<file path="config.mk">
export PLATFORM = sky130hd
export DESIGN_NAME = uart_tx
export DESIGN_NICKNAME = d
export VERILOG_FILES = /design/src/rtl/uart_tx.sv
export SDC_FILE = /design/constraint.sdc
export NUM_CORES = 1
export LEC_CHECK = 0
export ABC_AREA = 1
export BUFFER_PORTS_ARGS = -buffer_cell sky130_fd_sc_hd__buf_2
export CAP_MARGIN = 0
export CORE_MARGIN = 2
export CORE_UTILIZATION = 42
export CTS_CLUSTER_DIAMETER = 200
export CTS_CLUSTER_SIZE = 8
export DETAILED_ROUTE_END_ITERATION = 8
export GPL_TIMING_DRIVEN = 0
export HOLD_SLACK_MARGIN = 0.15
export SETUP_SLACK_MARGIN = 0.3
export SYNTH_ARGS = -nofsm -noshare
export SYNTH_HDL_FRONTEND = slang
export SYNTH_SLANG_ARGS = --single-unit
export TNS_END_PERCENT = 5
</file>
<file path="constraint.sdc">
create_clock -name clk -period 1.7 [get_ports clk]
set_input_delay 0.255 -clock clk [delete_from_list [all_inputs] [get_ports clk]]
set_output_delay 0.255 -clock clk [all_outputs]
set_load 0.02 [all_outputs]
</file>
<file path="src/rtl/uart_tx.sv">
// UART transmitter: one-entry holding register feeding a start/data/parity/stop
// serializer with a registered line output and back-to-back frame support.
module uart_tx #(
   parameter int CLKS_PER_BIT = 434
) (
   input  logic       clk,
   input  logic       arst_n,
   input  logic       write_d,
   input  logic [7:0] data_in,
   input  logic       data_length,
   input  logic       parity_en,
   input  logic       parity_odd,
   output logic       ready,
   output logic       busy,
   output logic       done,
   output logic       tx
);

   localparam int CW = (CLKS_PER_BIT > 1) ? $clog2(CLKS_PER_BIT) : 1;
   localparam logic [CW-1:0] CNT_LAST = CW'(CLKS_PER_BIT - 1);

   typedef enum logic [2:0] {
      IDLE,
      START,
      DATA,
      PARITY,
      STOP
   } state_e;

   state_e          state_q, state_d;
   logic [CW-1:0]   cnt_q, cnt_d;
   logic [2:0]      idx_q, idx_d;
   logic [7:0]      shift_q, shift_d;
   logic            len8_q, len8_d;
   logic            pen_q, pen_d;
   logic            par_q, par_d;

   logic [7:0]      thr_data_q, thr_data_d;
   logic            thr_len8_q, thr_len8_d;
   logic            thr_pen_q, thr_pen_d;
   logic            thr_podd_q, thr_podd_d;
   logic            thr_full_q, thr_full_d;

   logic            tx_q, tx_d;
   logic            done_q, done_d;
   logic            busy_q, busy_d;
   logic            ready_q, ready_d;

   logic            wr_acc;
   logic            bit_end;
   logic            load;
   logic [2:0]      last_idx;
   logic            thr_par;

   assign wr_acc   = write_d & ready_q;
   assign bit_end  = (cnt_q == CNT_LAST);
   assign last_idx = len8_q ? 3'd7 : 3'd6;
   // Bit 7 is masked out of the parity in 7-bit mode.
   assign thr_par  = (^(thr_data_q & {thr_len8_q, 7'h7f})) ^ thr_podd_q;

   always_comb begin
      state_d    = state_q;
      cnt_d      = bit_end ? '0 : cnt_q + 1'b1;
      idx_d      = idx_q;
      shift_d    = shift_q;
      len8_d     = len8_q;
      pen_d      = pen_q;
      par_d      = par_q;
      thr_data_d = thr_data_q;
      thr_len8_d = thr_len8_q;
      thr_pen_d  = thr_pen_q;
      thr_podd_d = thr_podd_q;
      thr_full_d = thr_full_q;
      load       = 1'b0;

      unique case (state_q)
         IDLE: begin
            cnt_d = '0;
            if (thr_full_q) begin
               load    = 1'b1;
               state_d = START;
            end
         end
         START: begin
            if (bit_end) begin
               state_d = DATA;
               idx_d   = 3'd0;
            end
         end
         DATA: begin
            if (bit_end) begin
               shift_d = shift_q >> 1;
               idx_d   = idx_q + 3'd1;
               if (idx_q == last_idx) begin
                  state_d = pen_q ? PARITY : STOP;
               end
            end
         end
         PARITY: begin
            if (bit_end) begin
               state_d = STOP;
            end
         end
         STOP: begin
            if (bit_end) begin
               if (thr_full_q) begin
                  load    = 1'b1;
                  state_d = START;
               end else begin
                  state_d = IDLE;
               end
            end
         end
         default: begin
            state_d = IDLE;
         end
      endcase

      if (state_d != state_q) begin
         cnt_d = '0;
      end

      if (load) begin
         shift_d    = thr_data_q;
         len8_d     = thr_len8_q;
         pen_d      = thr_pen_q;
         par_d      = thr_par;
         thr_full_d = 1'b0;
      end

      // Never coincides with load: a full THR holds ready low.
      if (wr_acc) begin
         thr_data_d = data_in;
         thr_len8_d = data_length;
         thr_pen_d  = parity_en;
         thr_podd_d = parity_odd;
         thr_full_d = 1'b1;
      end
   end

   always_comb begin
      tx_d = 1'b1;
      unique case (1'b1)
         (state_d == START):  tx_d = 1'b0;
         (state_d == DATA):   tx_d = shift_d[0];
         (state_d == PARITY): tx_d = par_d;
         default:             tx_d = 1'b1;
      endcase
      done_d  = (state_d == STOP) && (cnt_d == CNT_LAST);
      busy_d  = (state_d != IDLE);
      ready_d = ~thr_full_d;
   end

   always_ff @(posedge clk) begin
      if (!arst_n) begin
         state_q    <= IDLE;
         cnt_q      <= '0;
         idx_q      <= 3'd0;
         shift_q    <= 8'h00;
         len8_q     <= 1'b0;
         pen_q      <= 1'b0;
         par_q      <= 1'b0;
         thr_data_q <= 8'h00;
         thr_len8_q <= 1'b0;
         thr_pen_q  <= 1'b0;
         thr_podd_q <= 1'b0;
         thr_full_q <= 1'b0;
         tx_q       <= 1'b1;
         done_q     <= 1'b0;
         busy_q     <= 1'b0;
         ready_q    <= 1'b1;
      end else begin
         state_q    <= state_d;
         cnt_q      <= cnt_d;
         idx_q      <= idx_d;
         shift_q    <= shift_d;
         len8_q     <= len8_d;
         pen_q      <= pen_d;
         par_q      <= par_d;
         thr_data_q <= thr_data_d;
         thr_len8_q <= thr_len8_d;
         thr_pen_q  <= thr_pen_d;
         thr_podd_q <= thr_podd_d;
         thr_full_q <= thr_full_d;
         tx_q       <= tx_d;
         done_q     <= done_d;
         busy_q     <= busy_d;
         ready_q    <= ready_d;
      end
   end

   assign tx    = tx_q;
   assign done  = done_q;
   assign busy  = busy_q;
   assign ready = ready_q;

endmodule

</file>
Yosys cells after proc, flatten, opt, wreduce, memory -nomap -nowiden
Index checks and enable logic that the tools add are counted.

Bitwise gates (word level): 4. Add/subtract/negate cells: 2. Equal/unequal tests: 14. Reductions and logical operators: 9. Muxes and demuxes: 26.

Operators by type and width (count): two-way mux 3 bit (9); two-way mux 9 bit (3); two-way mux 8 bit (3); equality test 9 bit (second input constant) (2); one-hot mux 3 bit (5 select lines) (1); equality test 3 x 2 -> 1 bit (second input constant) (4); adder 9 x 1 -> 9 bit (second input constant) (1); AND 8 bit (1); XOR reduction 8 bit (1); two-way mux 1 bit (7); equality test 3 x 1 -> 1 bit (second input constant) (2); equality test 3 bit (second input constant) (2); one-hot mux 3 bit (2 select lines) (1); nonzero test 2 bit (3); != test 2 bit (second input constant) (2); adder 3 x 1 -> 3 bit (second input constant) (1); equality test 3 bit (1); zero test 3 bit (1); != test 3 bit (1); one-hot mux 1 bit (3 select lines) (1); AND reduction 3 bit (1); nonzero test 3 bit (1); one-hot mux 1 bit (2 select lines) (1); AND reduction 2 bit (1); 4 further kinds (4).

Input bits: 14. Register bits after elaboration: 42. Output and inout bits: 4. Word-level logic and storage cells: 72.

Logic depth before layout (Yosys ltp)
Word-level depth: 9. Depth in mapped cells: 13. Depth with buffers taken out: 13.

Worst setup path after synthesis
OpenSTA, ideal clock, no wires.

Path type: reg-to-reg. Start: reg cnt_q[0]. End: reg tx_q, in the netlist tx. Arrival time: 1451 ps. Library setup time: 113 ps. Buffers on the path: 0. Stages on the path, launching flop included: 13. Clock period less this slack: 1564 ps. Path slack: 136 ps. Data required time: 1587 ps. Cells stage by stage: dfxtp_1 > ha_1 > nand2_1 > nor2_4 > nand2_4 > nand2_8 > nand3_4 > clkinv_2 > nand2_1 > nand2_1 > nand2_1 > nand2_1 > nand2_1.

Cells in the longest elaborated chain, start to end: 5. Elaborated cells on any way between the ends: 16. Those cells by class: 4 x eq/ne; 12 x mux.

RTL lines: from (decl) (RTL line 31) `logic [CW-1:0] cnt_q, cnt_d;`; from (signal assigned) (RTL line 174) `cnt_q <= cnt_d;`; equality test 9 bit * (RTL line 56) `assign bit_end = (cnt_q == CNT_LAST);`; two-way mux 3 bit, or another cell as far along (RTL line 105) `if (bit_end) begin`; one-hot mux 3 bit (5 select lines), or another cell as far along (RTL line 76) `unique case (state_q)`; equality test 3 x 2 -> 1 bit, or another cell as far along (RTL line 146) `(state_d == PARITY): tx_d = par_d;`; one-hot mux 1 bit (3 select lines) * (RTL line 143) `unique case (1'b1)`; to (signal assigned) (RTL line 185) `tx_q <= tx_d;`; to (decl) (RTL line 44) `logic tx_q, tx_d;`.

Every way passes the cells marked *; elsewhere a longest branch is shown, timed or not. The select of a mux whose other input is x is not followed. A chain may end at the register's enable or synchronous reset.

Worst setup path after layout
Start: reg cnt_q[1]. End: reg cnt_q[1].

Cells in the longest elaborated chain, start to end: 5. Elaborated cells on any way between the ends: 11. Those cells by class: 1 x add/sub; 2 x eq/ne; 8 x mux.

RTL lines: branches (longest 4 deep; another with adder 9 x 1 -> 9 bit); two-way mux 9 bit * (RTL line 119) `if (state_d != state_q) begin`.

Every way passes the cells marked *.

==> flow_summary.ini <==
[outcome]
status = completed

[cells_and_area]
seq_area_sq_um = 848
syn2layout_area_growth_pct = 21.4
final_area_sq_um = 2600
multiInputGateArea_sq_um = 1220
antenna_cells = 0
layout-drive-gt1-share_pct = 22.4
instances_no_fill = 411
fillers = 504
nNetsFinal = 360

[timing]
fmax_mhz = 614
skew_ns = 0.00795
rsz0062_at_grt = true
hold_viol_final = 0
worst_slack_ns = 0.0714
timing.hold.ws_ns = 0.196
setup_viol = 0
layout_min_cycle_time_ns = 1.63
worst_pin_slew_ns = 0.570
slew_violations = 0
period_share_pct = 95.8
maxSlewHeadroom_pct = 62.0

[critical_path]
arrival_ns = 1.80
path_class = register to register
endpoint = cnt_q[1]
crit_fanout = 7
crit_path_start_kind = register
r2r-end = cnt_q[1]
worst_setup_path_end_kind = register
critPathLaunch = cnt_q[1]
regToRegSetupSlack_ns = 0.07
rr_startpoint = cnt_q[1]
rr_worst_depth = 11
cp.required_ns = 1.87

[min_path]
hp-class = primary input to register

[drt]
drtIter0Drc = 84
drt_wl_total_microns = 4850
drcViolationCount = 0
wire_per_inst_microns = 11.8
dr.pass1.iters = 7
vias = 2020
postRouteAntennaNets = 0
via_per_inst = 4.91

[power]
total_power_mw = 2.24
combPwrFrac_pct = 16.0
pwr-share-seq_pct = 48.0
p_clk_share_pct = 36.0
leakage_nw = 1.13
peakVddDrop_uv = 497
switchingPower_uw = 629
powerDensity_nw_per_um2 = 861
p_sw_share_pct = 28.1
p_int_mw = 1.61

[die]
die_w_microns = 75.4
core_sq_um = 4820
initial_core_util_pct = 44.5
die_area_sq_um = 5690
io_pins = 18
die_h_microns = 75.4
fp-row-count = 25

[clock_network]
cts_sinks = 42
cts_inserted_buffers = 5
cts_max_path_buffers = 2
clk_pin_slew_ns = 0.08
htreeDepth = 2
clk_latency_ns = 0.30
cts_tree = done
cts_root_buffer = clkbuf_8

[logic_synthesis]
synth_edf_count = 0
synth_cell_types = 29
ys.flop_type = dfxtp_1
avgSynthCellArea_sq_um = 6.91
synth-async-reset-ratio_pct = 0
synth_cells = 310
ys_warn_count = 0
synth.ff_latch_count = 42
ys_seq_area_share_pct = 39.2
synth_fp_nets = 327
synth_area_sq_um = 2140

[global_routing]
grt_use_total_pct = 19.3
grt_pass1_wl_microns = 8300
antenna_found_initial = 0
grt_max_degree = 15
grt_pass1_vias = 1915
gr-total-overflow = 0

[place]
dpl.hpwl_microns = 3490
dp_slack_ns = -0.0298
post-place-cells = 394
place.gp.congestion = 0.818
placed_cell_area_sq_um = 2310
io_buffers = 17

[flow_run]
cap_violations = 0
[metal layers]
layer  global-route usage, %  wire length (microns)  part of all wire, %
met5                       0                      0                    0
met4                    6.04                     99                  2.0
met3                    3.97                    209                  4.3
met2                    35.0                   2350                   48
met1                    22.7                   2190                   45
[worst min-delay path by stage]
| stage | from | endpoint | slack [ns] | depth (start not counted) |
|---|---|---|---|---|
| 2_1_floorplan | data_in[7] | thr_data_q[7] | 0.42 | 2 |
| 3_3_place_gp | len8_q | len8_q | 0.46 | 2 |
| 3_5_place_dp | len8_q | len8_q | 0.46 | 2 |
| 4_1_cts | data_in[7] | thr_data_q[7] | 0.19 | 3 |
| 5_1_grt | data_in[2] | thr_data_q[2] | 0.22 | 3 |
| 6_report | data_in[7] | thr_data_q[7] | 0.20 | 3 |
[cells in the mapped netlist, types with 2 or more instances]
cell,number,area [sq um]
nand3_1,30,150
xor2_1,2,17.5
xnor2_1,3,26.3
nor2_1,48,180
nand3_2,3,30.0
o21ai_0,15,75.1
inv_2,2,7.51
dfxtp_1,42,841
nor2_4,3,33.8
nand3b_1,2,15.0
nand4_1,5,31.3
nand2_2,6,37.5
inv_1,30,113
nand3_4,2,35.0
ha_1,3,37.5
nand2_1,75,282
nor3_1,3,15.0
o21ai_1,2,10.0
a31oi_1,6,37.5
a21oi_1,15,75.1
clkbuf_1,5,18.8
[flip-flops by register name (all words and copies together) (netlist names)]
signal / count
par_q: 1
state_q: 3
busy: 1
thr_data_q: 8
thr_len8_q: 1
thr_pen_q: 1
len8_q: 1
tx: 1
done: 1
shift_q: 8
idx_q: 3
ready: 1
thr_full_q: 1
thr_podd_q: 1
pen_q: 1
cnt_q: 9
[critical path, cell delays in order (launching register included)]
cell	delay, ns
dfxtp_2	0.34
inv_2	0.06
ha_4	0.14
nand2_4	0.05
nor2_4	0.14
nand2_4	0.12
nand2_8	0.11
nand3_4	0.13
nand4_1	0.17
nand2_4	0.12
nand3_2	0.08
nor2_1	0.04
[layout by cell type, fill, tap and decap left out, drive strengths merged, types with 4 or more instances in the layout]
cell,synthesis,routed
nand2,83,83
nor2,52,52
dfxtp,42,42
nand3,35,35
inv,33,33
buf,1,27
o21ai,18,18
a21oi,15,15
clkbuf,5,10
a31oi,6,6
nand4,5,5
nor3,4,4
[per-stage QoR]
| step | utilization, % | setup TNS (ns) |
|---|---|---|
| after floorplan | - | 0 |
| after global placement | 48.0 | -0.231 |
| after detailed placement | 48.0 | -0.157 |
| after CTS | 53.3 | 0 |
| after global routing | 54.0 | -0.510 |
| final | 54.0 | 0 |
[logic make-up (layout without fill, tap and decap cells)]
| family | Yosys count | count (layout) | share of synthesized area, % |
|---|---|---|---|
| adders and majority gates | 3 | 3 | 1.75 |
| and+or+nand+nor | 181 | 181 | 40.0 |
| buffers and inverters | 40 | 74 | 7.36 |
| DFF | 42 | 42 | 39.2 |
| AOI/OAI and AO/OA | 39 | 39 | 9.63 |
| xor gates and xnor gates | 5 | 5 | 2.04 |
[final cells by class]
| type | count | share of cell area [%] |
|---|---|---|
| multi-input cells | 228 | 47.0 |
| repair buffers | 26 | 6.35 |
| clock inverters | 3 | 1.73 |
| inverters | 34 | 5.39 |
| plain buffers | 6 | 1.01 |
| clock buffers | 5 | 2.65 |
| flip-flops and latches | 42 | 32.6 |
| well taps | 67 | 3.22 |
[power by group through the flow]
stage / sequential, mW / combinational, mW / clock (mW)
detailed placement: 1.10 / 0.313 / 0
floorplan: 1.10 / 0.229 / 0
CTS: 1.07 / 0.358 / 0.824
global placement: 1.10 / 0.309 / 0
finish: 1.07 / 0.358 / 0.807
global route: 1.08 / 0.413 / 0.847
[what timing repair did]
action,4_1_cts,5_1_grt
hold buffers,0,0
endpoints found under the setup margin,31,31
setup buffers,9,0
gates resized for setup,15,13
pin swaps,6,9
(Power assumes the default switching activity.)
